==> config.mk <==
export PLATFORM = sky130hd
export DESIGN_NAME = uart_tx_arbiter
export DESIGN_NICKNAME = d
export VERILOG_FILES = /design/src/rtl/uart_tx_arbiter.sv
export SDC_FILE = /design/constraint.sdc
export NUM_CORES = 1
export LEC_CHECK = 0
export ABC_AREA = 1
export BUFFER_PORTS_ARGS = -buffer_cell sky130_fd_sc_hd__buf_2
export CORE_ASPECT_RATIO = 1.75
export CORE_UTILIZATION = 35
export DETAILED_ROUTE_END_ITERATION = 6
export PLACE_DENSITY = 0.56
export REMOVE_ABC_BUFFERS = 1
export SLEW_MARGIN = 25
export SYNTH_ARGS = -nofsm -noshare
export SYNTH_HDL_FRONTEND = slang
export SYNTH_SLANG_ARGS = --single-unit
==> constraint.sdc <==
create_clock -name clk -period 2.49 [get_ports clk]
set_input_delay 0.1245 -clock clk [delete_from_list [all_inputs] [get_ports clk]]
set_output_delay 0.1245 -clock clk [all_outputs]
set_load 0.005 [all_outputs]
==> src/rtl/uart_tx_arbiter.sv <==
// Round-robin arbiter sharing one UART transmitter; 1-clk accept-to-start, then self-timed frame hold-off.
// Backpressure: ready is offered only in IDLE, so requesters hold valid for up to FRAME_CLKS+2 clks per frame.
module uart_tx_arbiter #(
    parameter int NUM_REQ      = 2,
    parameter int CLKS_PER_BIT = 868,
    parameter int FRAME_BITS   = 10,
    parameter int GUARD_CLKS   = 0,
    parameter int ID_W         = (NUM_REQ > 1) ? $clog2(NUM_REQ) : 1
) (
    input  logic                 clk,
    input  logic                 i_reset,
    input  logic [NUM_REQ-1:0]   i_req_valid,
    input  logic [8*NUM_REQ-1:0] i_req_data,
    output logic [NUM_REQ-1:0]   o_req_ready,
    output logic [7:0]           o_tx_data,
    output logic                 o_tx_start,
    output logic                 o_busy,
    output logic [ID_W-1:0]      o_grant_id,
    output logic [15:0]          o_bytes_sent
);
    localparam int FRAME_CLKS = FRAME_BITS * CLKS_PER_BIT + GUARD_CLKS;
    localparam int CNT_W      = (FRAME_CLKS > 1) ? $clog2(FRAME_CLKS) : 1;

    typedef enum logic [1:0] {IDLE, START, WAIT} state_t;

    state_t           state, state_next;
    logic [CNT_W-1:0] cnt;
    logic [ID_W-1:0]  ptr;
    logic [ID_W-1:0]  win;
    logic [ID_W-1:0]  scan;
    logic [7:0]       win_dat;
    logic             found;
    logic             accept;

    // Search starts just past the last winner so every requester gets a turn.
    always_comb begin
        found = 1'b0;
        win   = '0;
        scan  = '0;
        for (int i = 1; i <= NUM_REQ; i++) begin
            scan = ID_W'((int'(ptr) + i) % NUM_REQ);
            if (!found && i_req_valid[scan]) begin
                found = 1'b1;
                win   = scan;
            end
        end
    end

    always_comb begin
        win_dat = 8'h00;
        for (int k = 0; k < NUM_REQ; k++) begin
            if (win == ID_W'(k)) win_dat = i_req_data[8*k +: 8];
        end
    end

    assign accept = (state == IDLE) && found;
    assign o_busy = (state != IDLE);

    always_comb begin
        o_req_ready = '0;
        if (accept) o_req_ready[win] = 1'b1;
    end

    always_comb begin
        state_next = state;
        case (state)
            IDLE:    if (found) state_next = START;
            START:   state_next = WAIT;
            WAIT:    if (cnt == '0) state_next = IDLE;
            default: state_next = IDLE;
        endcase
    end

    always_ff @(posedge clk or negedge i_reset) begin
        if (!i_reset) state <= IDLE;
        else          state <= state_next;
    end

    always_ff @(posedge clk or negedge i_reset) begin
        if (!i_reset) begin
            cnt          <= '0;
            ptr          <= ID_W'(NUM_REQ - 1);
            o_tx_data    <= 8'h00;
            o_tx_start   <= 1'b0;
            o_grant_id   <= '0;
            o_bytes_sent <= 16'h0000;
        end else begin
            // Start pulse is high exactly while the FSM sits in START.
            o_tx_start <= accept;
            if (accept) begin
                o_tx_data    <= win_dat;
                o_grant_id   <= win;
                ptr          <= win;
                o_bytes_sent <= o_bytes_sent + 16'd1;
            end
            if (state == START)
                cnt <= CNT_W'(FRAME_CLKS - 1);
            else if (state == WAIT && cnt != '0)
                cnt <= cnt - CNT_W'(1);
        end
    end
endmodule

==> metrics <==
Synth Area in XOR/XNOR=4.08%; # DRC=0; fin. max-slew vios=0; Adder-Cell Fraction of Synth Area=1.06%; Yosys warnings=0; DRT Pass-1 Iters=4; Compound-Gate Fraction of Synth Area=4.92%; setup tns final=0 ns; Reg area=1080 µm²; Antenna Nets Post-Route=0; synthesized cell area=2360 µm²; area occupied by multi-input gates=1100 µm²; die area=7100 µm²; Hold Path Class=primary input to register; Final min period=1.84 ns; nets=381; Pwr Density=1170 nW/µm²; Seq cells post-synth=43; Yosys cell types=23; average wire per standard cell=12.3 µm; CTS Sinks=43; CP arrival=1.72 ns; Seq pwr share=36.7%; clk_skew=0.00674 ns; crit path max fanout=12; Die Width=64.1 µm; fillers=723; P_sw=1410 µW; P_int=1920 µW; CP startpoint kind=register; Initial Util=36.1%; post-cts sizing count=0; initial antenna violation count=0; Post CTS Setup Buffer Count=0; first-pass GRT wire length=9.05 mm; number of CTS-inserted buffers=5; Worst Path Class, Setup=register to output pin; total vias in the final route=2035; Via density=4.60; Final Hold Viols=0; PortBufs=48; Clk Latency, worst-skew pair=0.29 ns; GP Congestion=0.841; Final Core Density=43.7%; most frequent cells in the layout=nand2_1 (101), buf_2 (47), dfrtp_1 (42); Max transition margin=55.6%; largest net degree at the start of global routing=44; DIE HEIGHT=111 µm; Fmax=543 MHz; required time of the worst setup path=2.37 ns; multiplexer share of the synthesized area=0%; Lkg Pwr=0.00149 µW; Final Setup Violations=0; Max Buffers Root-to-Sink=2; clock share of power=20.7%; Logic pwr share=42.6%; maximum vdd ir drop=0.611 mV; vias in the first global route=1975; RSZ-0062 raised after global routing=false; Area Overhead vs Synth=20.8%; Net Sw Frac=42.2%; CTS tree=built; FP Rows=39; Synth Instances=305; Post-Synth Simple-Gate Area=36.7%; syn_area_per_cell=7.75 µm²; core region area=6540 µm²; initial drt markers=64; n_diodes=0; Slew @ Worst Pin=0.666 ns; Routed WL=5.45 mm; max-cap viol count=0; total congestion overflow=0; cts hold-fix bufs=0; register area share after synthesis=45.6%; most common cell after layout, fill and taps aside=nand2_1; Clock transition at path regs=0.06 ns; H-tree depth=2; Tot GR Track Use=16.7%; largest family of logic cells by synthesized area=simple AND/OR/NAND/NOR gates; share of cells above drive strength 1=23.6%; root buf cell=clkbuf_16; fin crit share=74.0%; status=finished clean; hpwl dp=4.11 mm; endpoint class of the critical path=output pin; io pins=49
-- kinds of logic (layout without fill, tap and decap cells) --
| family | Yosys count | count (layout) |
|---|---|---|
| simple gates | 188 | 188 |
| buf+inv | 44 | 99 |
| flops | 43 | 43 |
| compound gates | 17 | 17 |
| xor+xnor | 11 | 11 |
| fa+ha+maj | 2 | 2 |
-- worst max-delay path: stages (launching register included) --
cell,delay [ns]
dfrtp_1,0.44
nor2_2,0.16
o21ai_2,0.22
buf_4,0.25
nor2_4,0.20
buf_2,0.16
-- layout make-up --
cell class | count | area share [%]
Sequential cell | 43 | 37.7
Multi-Input combinational cell | 218 | 38.7
Tap cell | 82 | 3.59
Timing Repair Buffer | 50 | 9.11
Inverter | 41 | 5.39
Clock buffer | 8 | 5.48
-- routing by layer --
metal | global-route usage [%] | wire (µm) | up-vias
li1 | - | - | 1057
met2 | 29.9 | 2890 | 37
met3 | 2.88 | 153 | 9
met4 | 8.74 | 165 | 0
met1 | 18.1 | 2240 | 932
met5 | 0 | 0 | -
-- state kept, by name, summed over array words and instances (netlist names) --
name          count
o_bytes_sent     16
cnt              14
o_tx_data         8
state             2
o_grant_id        1
o_tx_start        1
ptr               1
-- final timing paths --
kind	slack, ns	startpoint	to	cells past startpoint
setup / recovery	0.65	state[1]	o_req_ready[0]	5
hold / removal	0.05	i_req_data[13]	o_tx_data[5]	3
setup reg to reg	0.90	state[1]	o_bytes_sent[11]	8
hold reg to reg	0.47	ptr	ptr	2
max in group asynchronous	1.73	i_reset	cnt[4]	2
min in group asynchronous	0.36	i_reset	cnt[9]	2
-- per-stage QoR --
step | std cells | hold slack (ns) | cell area, µm² | power (µW) | setup slack (ns)
2_1_floorplan | 302 | -0.171 | 2340 | 2200 | 1.00
3_3_place_gp | 433 | 0.330 | 2690 | 2650 | 0.922
3_5_place_dp | 433 | 0.338 | 2690 | 2670 | 0.894
4_1_cts | 441 | 0.0427 | 2840 | 3380 | 0.619
5_1_grt | 442 | 0.0581 | 2860 | 3610 | 0.536
6_report | 442 | 0.0459 | 2860 | 3330 | 0.647
-- power groups by stage --
stage          Combinational [µW]  Clock [µW]  Sequential (µW)
2_1_floorplan                1010           0             1200
3_3_place_gp                 1420           0             1230
3_5_place_dp                 1440           0             1230
4_1_cts                      1450         711             1220
5_1_grt                      1610         734             1260
6_report                     1420         690             1220
-- cell usage after synthesis, drive strengths merged --
master	count	area (µm²)
xor2	9	78.8
a21oi	1	8.76
nor2	41	226
nand3	28	140
nand4	6	37.5
o21ai	14	92.6
dfrtp	42	1050
dfstp	1	26.3
a21boi	1	7.51
ha	2	25.0
o21a	1	7.51
nand2	108	438
buf	3	27.5
xnor2	2	17.5
nor3	5	25.0
inv	41	154
No activity file was read; power rests on OpenSTA's default activity.
